### src/rtl/alu_pkg.sv
// Shared definitions for the ALU command path: opcodes, datapath width and
// the command word carried through the issue FIFO.
package alu_pkg;

    localparam int ALU_W = 8;

    localparam logic [3:0] OP_ADD = 4'd0;
    localparam logic [3:0] OP_SUB = 4'd1;
    localparam logic [3:0] OP_AND = 4'd2;
    localparam logic [3:0] OP_XOR = 4'd3;

    typedef struct packed {
        logic [ALU_W-1:0] a;
        logic [ALU_W-1:0] b;
        logic [3:0]       op;
    } alu_cmd_t;

    // Opcodes above OP_XOR still reach the ALU (it computes A-B) but are tagged.
    function automatic logic op_is_supported(input logic [3:0] op);
        return op <= OP_XOR;
    endfunction

    function automatic logic op_is_add(input logic [3:0] op);
        return op == OP_ADD;
    endfunction

endpackage

### src/rtl/alu_cmd_fifo.sv
// Synchronous command FIFO with a combinational head read so the ALU sees
// the oldest command in the same cycle it becomes available.
module alu_cmd_fifo
    import alu_pkg::*;
#(
    parameter int DEPTH = 4,
    localparam int AW   = $clog2(DEPTH),
    localparam int CW   = AW + 1
) (
    input  logic     clk,
    input  logic     rst_n,
    input  logic     push,
    input  alu_cmd_t wr_data,
    input  logic     pop,
    output alu_cmd_t head,
    output logic     empty,
    output logic     full
);

    alu_cmd_t        mem_q [DEPTH];
    logic [AW-1:0]   wr_ptr_q, wr_ptr_d;
    logic [AW-1:0]   rd_ptr_q, rd_ptr_d;
    logic [CW-1:0]   count_q,  count_d;
    logic            push_ok, pop_ok;

    assign empty   = (count_q == '0);
    assign full    = (count_q == CW'(DEPTH));
    assign push_ok = push && !full;
    assign pop_ok  = pop && !empty;
    assign head    = mem_q[rd_ptr_q];

    // Pointers are exactly log2(DEPTH) bits, so they wrap without extra logic.
    always_comb begin
        wr_ptr_d = wr_ptr_q;
        rd_ptr_d = rd_ptr_q;
        count_d  = count_q;
        if (push_ok) begin
            wr_ptr_d = wr_ptr_q + AW'(1);
        end
        if (pop_ok) begin
            rd_ptr_d = rd_ptr_q + AW'(1);
        end
        unique case ({push_ok, pop_ok})
            2'b10:   count_d = count_q + CW'(1);
            2'b01:   count_d = count_q - CW'(1);
            default: count_d = count_q;
        endcase
    end

    always_ff @(posedge clk or negedge rst_n) begin
        if (!rst_n) begin
            wr_ptr_q <= '0;
            rd_ptr_q <= '0;
            count_q  <= '0;
        end else begin
            wr_ptr_q <= wr_ptr_d;
            rd_ptr_q <= rd_ptr_d;
            count_q  <= count_d;
        end
    end

    // Storage is deliberately left out of reset; stale entries are unreachable
    // once the pointers and count are cleared.
    always_ff @(posedge clk) begin
        if (push_ok) begin
            mem_q[wr_ptr_q] <= wr_data;
        end
    end

endmodule

### src/rtl/alu_cmd_queue.sv
// Issue stage in front of the 8-bit ALU: buffers commands, drives the head
// onto the ALU and registers each result with a qualified carry and error tag.
module alu_cmd_queue
    import alu_pkg::*;
#(
    parameter int DEPTH = 4,
    parameter int W     = ALU_W,
    parameter int CNT_W = 16
) (
    input  logic             clk,
    input  logic             rst_n,
    input  logic             cmd_valid,
    output logic             cmd_ready,
    input  logic [W-1:0]     cmd_a,
    input  logic [W-1:0]     cmd_b,
    input  logic [3:0]       cmd_op,
    output logic [W-1:0]     alu_a,
    output logic [W-1:0]     alu_b,
    output logic [3:0]       alu_sel,
    input  logic [W-1:0]     alu_out,
    input  logic             alu_carry,
    output logic             res_valid,
    input  logic             res_ready,
    output logic [W-1:0]     res_data,
    output logic             res_carry,
    output logic             res_err,
    output logic [CNT_W-1:0] op_cnt
);

    alu_cmd_t         wr_cmd;
    alu_cmd_t         head_cmd;
    logic             fifo_empty, fifo_full;
    logic             push, capture, res_fire;

    logic             res_valid_q, res_valid_d;
    logic [W-1:0]     res_data_q,  res_data_d;
    logic             res_carry_q, res_carry_d;
    logic             res_err_q,   res_err_d;
    logic [CNT_W-1:0] op_cnt_q,    op_cnt_d;

    assign wr_cmd = '{a: ALU_W'(cmd_a), b: ALU_W'(cmd_b), op: cmd_op};

    // Ready depends only on registered FIFO state: no bypass when full.
    assign cmd_ready = !fifo_full;
    assign push      = cmd_valid && cmd_ready;

    alu_cmd_fifo #(
        .DEPTH (DEPTH)
    ) u_fifo (
        .clk     (clk),
        .rst_n   (rst_n),
        .push    (push),
        .wr_data (wr_cmd),
        .pop     (capture),
        .head    (head_cmd),
        .empty   (fifo_empty),
        .full    (fifo_full)
    );

    assign alu_a   = fifo_empty ? '0 : W'(head_cmd.a);
    assign alu_b   = fifo_empty ? '0 : W'(head_cmd.b);
    assign alu_sel = fifo_empty ? '0 : head_cmd.op;

    assign capture  = !fifo_empty && (!res_valid_q || res_ready);
    assign res_fire = res_valid_q && res_ready;

    always_comb begin
        res_valid_d = res_valid_q;
        res_data_d  = res_data_q;
        res_carry_d = res_carry_q;
        res_err_d   = res_err_q;
        if (capture) begin
            res_valid_d = 1'b1;
            res_data_d  = alu_out;
            // The ALU always reports the A+B carry; it only means something for ADD.
            res_carry_d = alu_carry && op_is_add(head_cmd.op);
            res_err_d   = !op_is_supported(head_cmd.op);
        end else if (res_fire) begin
            res_valid_d = 1'b0;
        end
        op_cnt_d = res_fire ? op_cnt_q + CNT_W'(1) : op_cnt_q;
    end

    always_ff @(posedge clk or negedge rst_n) begin
        if (!rst_n) begin
            res_valid_q <= 1'b0;
            res_data_q  <= '0;
            res_carry_q <= 1'b0;
            res_err_q   <= 1'b0;
            op_cnt_q    <= '0;
        end else begin
            res_valid_q <= res_valid_d;
            res_data_q  <= res_data_d;
            res_carry_q <= res_carry_d;
            res_err_q   <= res_err_d;
            op_cnt_q    <= op_cnt_d;
        end
    end

    assign res_valid = res_valid_q;
    assign res_data  = res_data_q;
    assign res_carry = res_carry_q;
    assign res_err   = res_err_q;
    assign op_cnt    = op_cnt_q;

endmodule

### config.mk
export PLATFORM = sky130hd
export DESIGN_NAME = alu_cmd_queue
export DESIGN_NICKNAME = d
export VERILOG_FILES = /design/src/rtl/alu_pkg.sv /design/src/rtl/alu_cmd_fifo.sv /design/src/rtl/alu_cmd_queue.sv
export SDC_FILE = /design/constraint.sdc
export NUM_CORES = 1
export LEC_CHECK = 0
export ABC_AREA = 0
export CORE_UTILIZATION = 31
export CTS_CLUSTER_SIZE = 20
export DETAILED_ROUTE_END_ITERATION = 12
export PLACE_DENSITY = 0.52
export SYNTH_ARGS = -nofsm -noshare
export SYNTH_HDL_FRONTEND = slang
export SYNTH_SLANG_ARGS = --single-unit
### constraint.sdc
create_clock -name clk -period 1.97 [get_ports clk]
set_clock_uncertainty 0.05 [all_clocks]
set_input_delay 0.197 -clock clk [delete_from_list [all_inputs] [get_ports clk]]
set_output_delay 0.197 -clock clk [all_outputs]
set_load 0.02 [all_outputs]
==> After elaboration in Yosys (flattened, before gate mapping) <==
Memory sizes are Yosys's and may differ from the RTL's.
Cells that the tools add are included.
{ "word_totals": {"regBits": 34, "out_inout_bits": 48, "input_bits": 33, "ram_bits": 80, "memories": 1, "elab_cells": 41} }
{ "mem_list": {"columns": ["name", "words", "width", "read_ports", "rd_clocked_by_memory_dff", "wr", "line_no", "source"], "rows": [
  ["u_fifo.mem_q", 4, 20, 1, 0, 1, "alu_cmd_fifo.sv:20", "alu_cmd_t mem_q [DEPTH];"]
]} }
{ "op_classes": {"n_reduce_logical": 15, "addsub": 5, "n_mux": 8, "n_eq_ne": 3, "magnitude_cmp": 1} }
{ "op_table": {"columns": ["operator", "count"], "rows": [
  ["adder 16 x 1 -> 16 bit (second input constant)", 1],
  ["2-to-1 mux 8 bit", 2],
  ["logical AND 1 bit", 6],
  ["one-hot mux 3 bit (2 select lines)", 1],
  ["adder 2 x 1 -> 2 bit (second input constant)", 2],
  ["less-or-equal comparator 4 x 2 -> 1 bit (second input constant)", 1],
  ["logical NOT 1 bit", 4],
  ["logical NOT 4 bit", 1],
  ["2-to-1 mux 1 bit", 4],
  ["2-to-1 mux 4 bit", 1],
  ["nonzero test 2 bit", 2],
  ["adder 3 x 1 -> 3 bit (second input constant)", 1],
  ["== test 3 bit (second input constant)", 1],
  ["logical NOT 3 bit", 1],
  ["subtractor 3 x 1 -> 3 bit (second input constant)", 1],
  ["== test 2 x 1 -> 1 bit (second input constant)", 1],
  ["== test 2 bit (second input constant)", 1],
  ["logical OR 1 bit", 1]
]} }

==> Longest topological paths before layout <==
{ "logic_depth": {"ltp_word": 6, "mapped_depth": 10} }

==> Modules after synthesis <==
A second synthesis with hierarchy kept.
{ "unflattened": {"hier_cells": 256, "hier_area_um2": 4626.9} }
{ "modules_own_cells": {"columns": ["mod", "instances", "area_each_um2", "seq_area_each_um2", "cells_each"], "rows": [
  ["alu_cmd_fifo", 1, 3331.9, 2577.5, 141],
  ["alu_cmd_queue", 1, 1295.0, 675.6, 115]
]} }

==> Worst setup path before layout <==
Ideal clock, no wire load.
{ "synth_path": {"path_kind": "reg2reg", "from": "register u_fifo.count_q[0]", "to": "register u_fifo.count_q[2]", "setup_time_ns": 0.079, "required_time_ns": 1.841, "path_stages_with_launch": 11, "arrival_time_ns": 2.027, "synth_period_minus_slack_ns": 2.156, "slack_ns": -0.186, "n_path_buf": 0, "cell_sequence": "dfrtp_1 > inv_1 > nand3_1 > and2_1 > inv_1 > ha_1 > inv_1 > fa_1 > xor2_1 > nor2_1 > xor2_1"} }
{ "synth_between": {"elab_chain_len": 6, "elab_cells_between_ends": 14, "classes_between": "add/sub: 2; eq/ne: 3; mux: 1; reduce/logical: 8"} }
{ "synth_lines": {"columns": ["element", "line_no", "source"], "rows": [
  ["start: declaration", "alu_cmd_fifo.sv:23", "logic [CW-1:0] count_q, count_d;"],
  ["start signal: assignment", "alu_cmd_fifo.sv:58", "count_q <= count_d;"],
  ["== test 3 bit (*)", "alu_cmd_fifo.sv:27", "assign full = (count_q == CW'(DEPTH));"],
  ["logical NOT 1 bit (*)", "alu_cmd_queue.sv:44", "assign cmd_ready = !fifo_full;"],
  ["net cmd_ready", "alu_cmd_queue.sv:13", "output logic cmd_ready,"],
  ["logical AND 1 bit", "alu_cmd_queue.sv:45", "assign push = cmd_valid && cmd_ready;"],
  ["logical AND 1 bit (*)", "alu_cmd_fifo.sv:28", "assign push_ok = push && !full;"],
  ["== test 2 x 1 -> 1 bit or == test 2 bit (tied branches)", "alu_cmd_fifo.sv:43", "unique case ({push_ok, pop_ok})"],
  ["one-hot mux 3 bit (2 select lines) or nonzero test 2 bit (tied branches)", null, null]
]} }
Mark *: on every way through the listed nets, which the timed path passes. The rest lies on a longest branch.
A chain may end at the register's enable or synchronous reset.

==> Worst setup path after layout <==
{ "layout_path": {"from": "register u_fifo.rd_ptr_q[0]", "to": "output alu_b[5]"} }
{ "layout_between": {"elab_chain_len": 2} }
{ "layout_lines": {"columns": ["element", "line_no", "source"], "rows": [
  ["start: declaration", "alu_cmd_fifo.sv:22", "logic [AW-1:0] rd_ptr_q, rd_ptr_d;"],
  ["start signal: assignment", "alu_cmd_fifo.sv:57", "rd_ptr_q <= rd_ptr_d;"],
  ["memory read (4 x 20 bit)", null, null],
  ["2-to-1 mux 8 bit", "alu_cmd_queue.sv:61", "assign alu_b = fifo_empty ? '0 : W'(head_cmd.b);"],
  ["end: declaration", "alu_cmd_queue.sv:18", "output logic [W-1:0] alu_b,"]
]} }
No other way between the ends.

==> run summary <==
Area Overhead vs Synth: 47.5%
Via count: 2634
Max Cap Viol: 0
Violated checks: setup timing
Largest net degree at the start of global routing: 35
Final Wtd Congestion: 0.766
Max Fclk: 474 MHz
Most frequent cells in the layout: 80 x edfxtp_1, 59 x clkdlybuf4s50_1, 31 x dfrtp_1
Max Slew Vio Count: 0
PD cells: 1700 nW/um^2
Met3 usage: 4.84%
WL final: 9520 microns
Crit. End Element: output port
Syn Inst Count: 250
Part of the power in registers: 30.5%
Vias in the first global route: 2824
Final ANT Viol Nets: 0
Root Driver: clkbuf_16
GRT Total Usage: 14.1%
Clock Path Buffers: 2
Vias/cell: 4.59
Post-Syn Area: 4560 sq um
Row cnt: 43
Ports: 81
Initial core utilization: 32.4%
Fillers: 1249
RSZ-0062 raised after global routing: true
Crit path required time: 1.72 ns
Final min period: 2.11 ns
Global route overflow: 0
TritonCTS clock tree: built
CTS buffer count: 17
Final setup viols: 20
FF-to-FF End: u_fifo.count_q[2]
Fin cells: 574
Latest clock arrival within the worst-skew pair: 0.41 ns
Fin. Hold Viols: 0
Initial drt markers: 170
Ratio of cells with drive above 1 in the final layout: 36.8%
DRC viols: 0
CTS Sinks: 114
Clock Power Share: 28.5%
Drt first pass iters: 4
Worst-path clk slew: 0.05 ns
Setup CP Type: reg2out
# diodes: 0
Fin crit share: 107%
Net Count, Synth: 290
Core area: 14100 sq um
Int Power: 7.96 mW
IO Port Bufs: 80
Slew HR: 70.6%
Area of the multi-input gates: 1360 sq um
CP Launch Type: flip-flop
Worst Hold Class: in2async
Worst R2R Start: u_fifo.count_q[0]
Max FO, Critical Path: 5
# nets final: 421
Switching Fraction: 30.4%
Register bit count reported by yosys: 114
Width of the die: 123 microns
Die area: 15200 sq um
Worst r2r path cells: 10
CP Data Arrival Time: 1.86 ns
Met2 usage: 22.0%
Fin Hold WS: 0.148 ns
Die Ht: 123 microns
Sequential cell area: 3260 sq um
Least-Margin Pin Slew: 0.440 ns
Leakage: 2.58 nW
Sequential area share after synthesis: 71.3%
R2R Setup Slk: 0.10 ns
Gate power share: 41.0%
Mean area per synthesized cell: 18.2 sq um
Syn. warnings: 0
GR Util met1: 17.7%
Detailed placement HPWL: 6050 microns
Switching Power: 3.47 mW
Commonest non-fill, non-tap cell in the layout: edfxtp_1
Post-synthesis cell type count: 30
Worst VDD drop: 0.875 mV
DR WL/cell: 16.6 microns
Post-CTS Hold Buffers: 0
GR peak layer: met2
Worst Setup Slack, final: -0.139 ns
First-pass GRT wire length: 15100 microns
# placed instances: 534
Status: complete, but fails checks
H-tree depth: 4
Initial antenna violation count: 0
-- Yosys cell counts --
cell type	count	area (sq um)
a32o_2	1	11.3
and2_1	1	6.26
and3_1	5	31.3
buf_2	2	10.0
buf_6	2	22.5
buf_8	1	15.0
clkbuf_1	2	7.51
dfrtp_1	34	851
edfxtp_1	80	2400
fa_1	1	20.0
ha_1	6	75.1
inv_1	6	22.5
inv_2	1	3.75
mux2_2	10	113
mux2i_1	1	10.0
mux4_1	3	78.8
mux4_2	17	383
nand2_1	10	37.5
nand2b_1	1	6.26
nand2b_2	1	8.76
nand3_1	7	35.0
nand4_1	3	18.8
nor2_1	7	26.3
nor2b_1	20	125
nor3_1	1	5.00
nor3_2	2	20.0
nor4_1	3	18.8
nor4_2	1	12.5
xnor2_1	14	123
xor2_1	7	61.3
-- stage by stage --
| step | cell area, sq um | worst slack, ns | utilization, % | TNS, ns | power, mW |
|---|---|---|---|---|---|
| after CTS | 6640 | -0.165 | 47.1 | -2.90 | 11.4 |
| final | 6730 | -0.139 | 47.7 | -1.87 | 11.4 |
| after global routing | 6730 | -0.212 | 47.7 | -3.46 | 12.0 |
| after global placement | 5910 | -0.136 | 42.0 | -2.05 | 7.75 |
| after floorplan | 4580 | 0.0110 | - | 0 | 5.69 |
| after detailed placement | 5910 | -0.173 | 42.0 | -2.31 | 7.78 |
-- cells by family (layout without fill, tap and decap cells) --
logic type,Yosys count,count (layout),synth area share (%)
multiplexers,31,31,12.8
buffers and inverters,14,158,1.78
XOR/XNOR,21,21,4.03
AO/OA/AOI/OAI,1,1,0.247
adder cells (fa/ha/maj),7,7,2.09
flip-flops,114,114,71.3
AND/OR/NAND/NOR,62,62,7.71
-- flip-flops by register name, summed over array words and instances (netlist names) --
name	cells
res_valid	1
u_fifo.mem_q	80
res_carry	1
u_fifo.count_q	3
res_err	1
u_fifo.wr_ptr_q	2
u_fifo.rd_ptr_q	2
op_cnt	16
res_data	8
-- power groups by stage --
| stage | combinational [mW] | clock (mW) | sequential, mW |
|---|---|---|---|
| floorplan | 2.06 | 0 | 3.63 |
| global placement | 4.25 | 0 | 3.50 |
| detailed placement | 4.26 | 0 | 3.52 |
| CTS | 4.58 | 3.32 | 3.49 |
| global route | 5.05 | 3.43 | 3.55 |
| finish | 4.68 | 3.26 | 3.49 |
-- area by class of cell --
type                            count  area share (%)
Timing Repair Buffer              119            18.2
Clock buffer                       19            6.44
Clock inverter                     13            2.83
Tap cell                          180            3.35
Multi-Input combinational cell    122            20.2
Sequential cell                   114            48.4
Inverter                            7           0.502
-- what timing repair did --
item,CTS,global route
buffers inserted,2,6
cloned,1,0
gates resized for setup,134,22
endpoints found under the setup margin,21,22
pin swaps,0,6
-- worst max-delay path, cell delays in order (launching register included) --
cell     delay (ns)
dfrtp_2        0.41
buf_12         0.15
buf_12         0.10
mux4_2         0.49
nor2b_1        0.14
buf_2          0.16
-- how the worst max path moves through the flow --
stage | slack (ns) | depth (start not counted) | endpoint | startpoint
after CTS | -0.16 | 5 | alu_b[5] | u_fifo.rd_ptr_q[0]
final | -0.14 | 5 | alu_b[5] | u_fifo.rd_ptr_q[0]
after global placement | -0.14 | 10 | u_fifo.count_q[2] | res_ready
after global routing | -0.21 | 5 | alu_a[2] | u_fifo.rd_ptr_q[0]
after detailed placement | -0.17 | 10 | u_fifo.count_q[2] | res_ready
after floorplan | 0.01 | 10 | u_fifo.count_q[2] | res_valid
-- per-layer routing --
metal	share of wire, %	routed length (microns)
met4	1.4	138
met5	0	0
met1	45	4300
met3	6.4	611
met2	47	4470
Note: power is estimated with default switching activity, not from simulation.
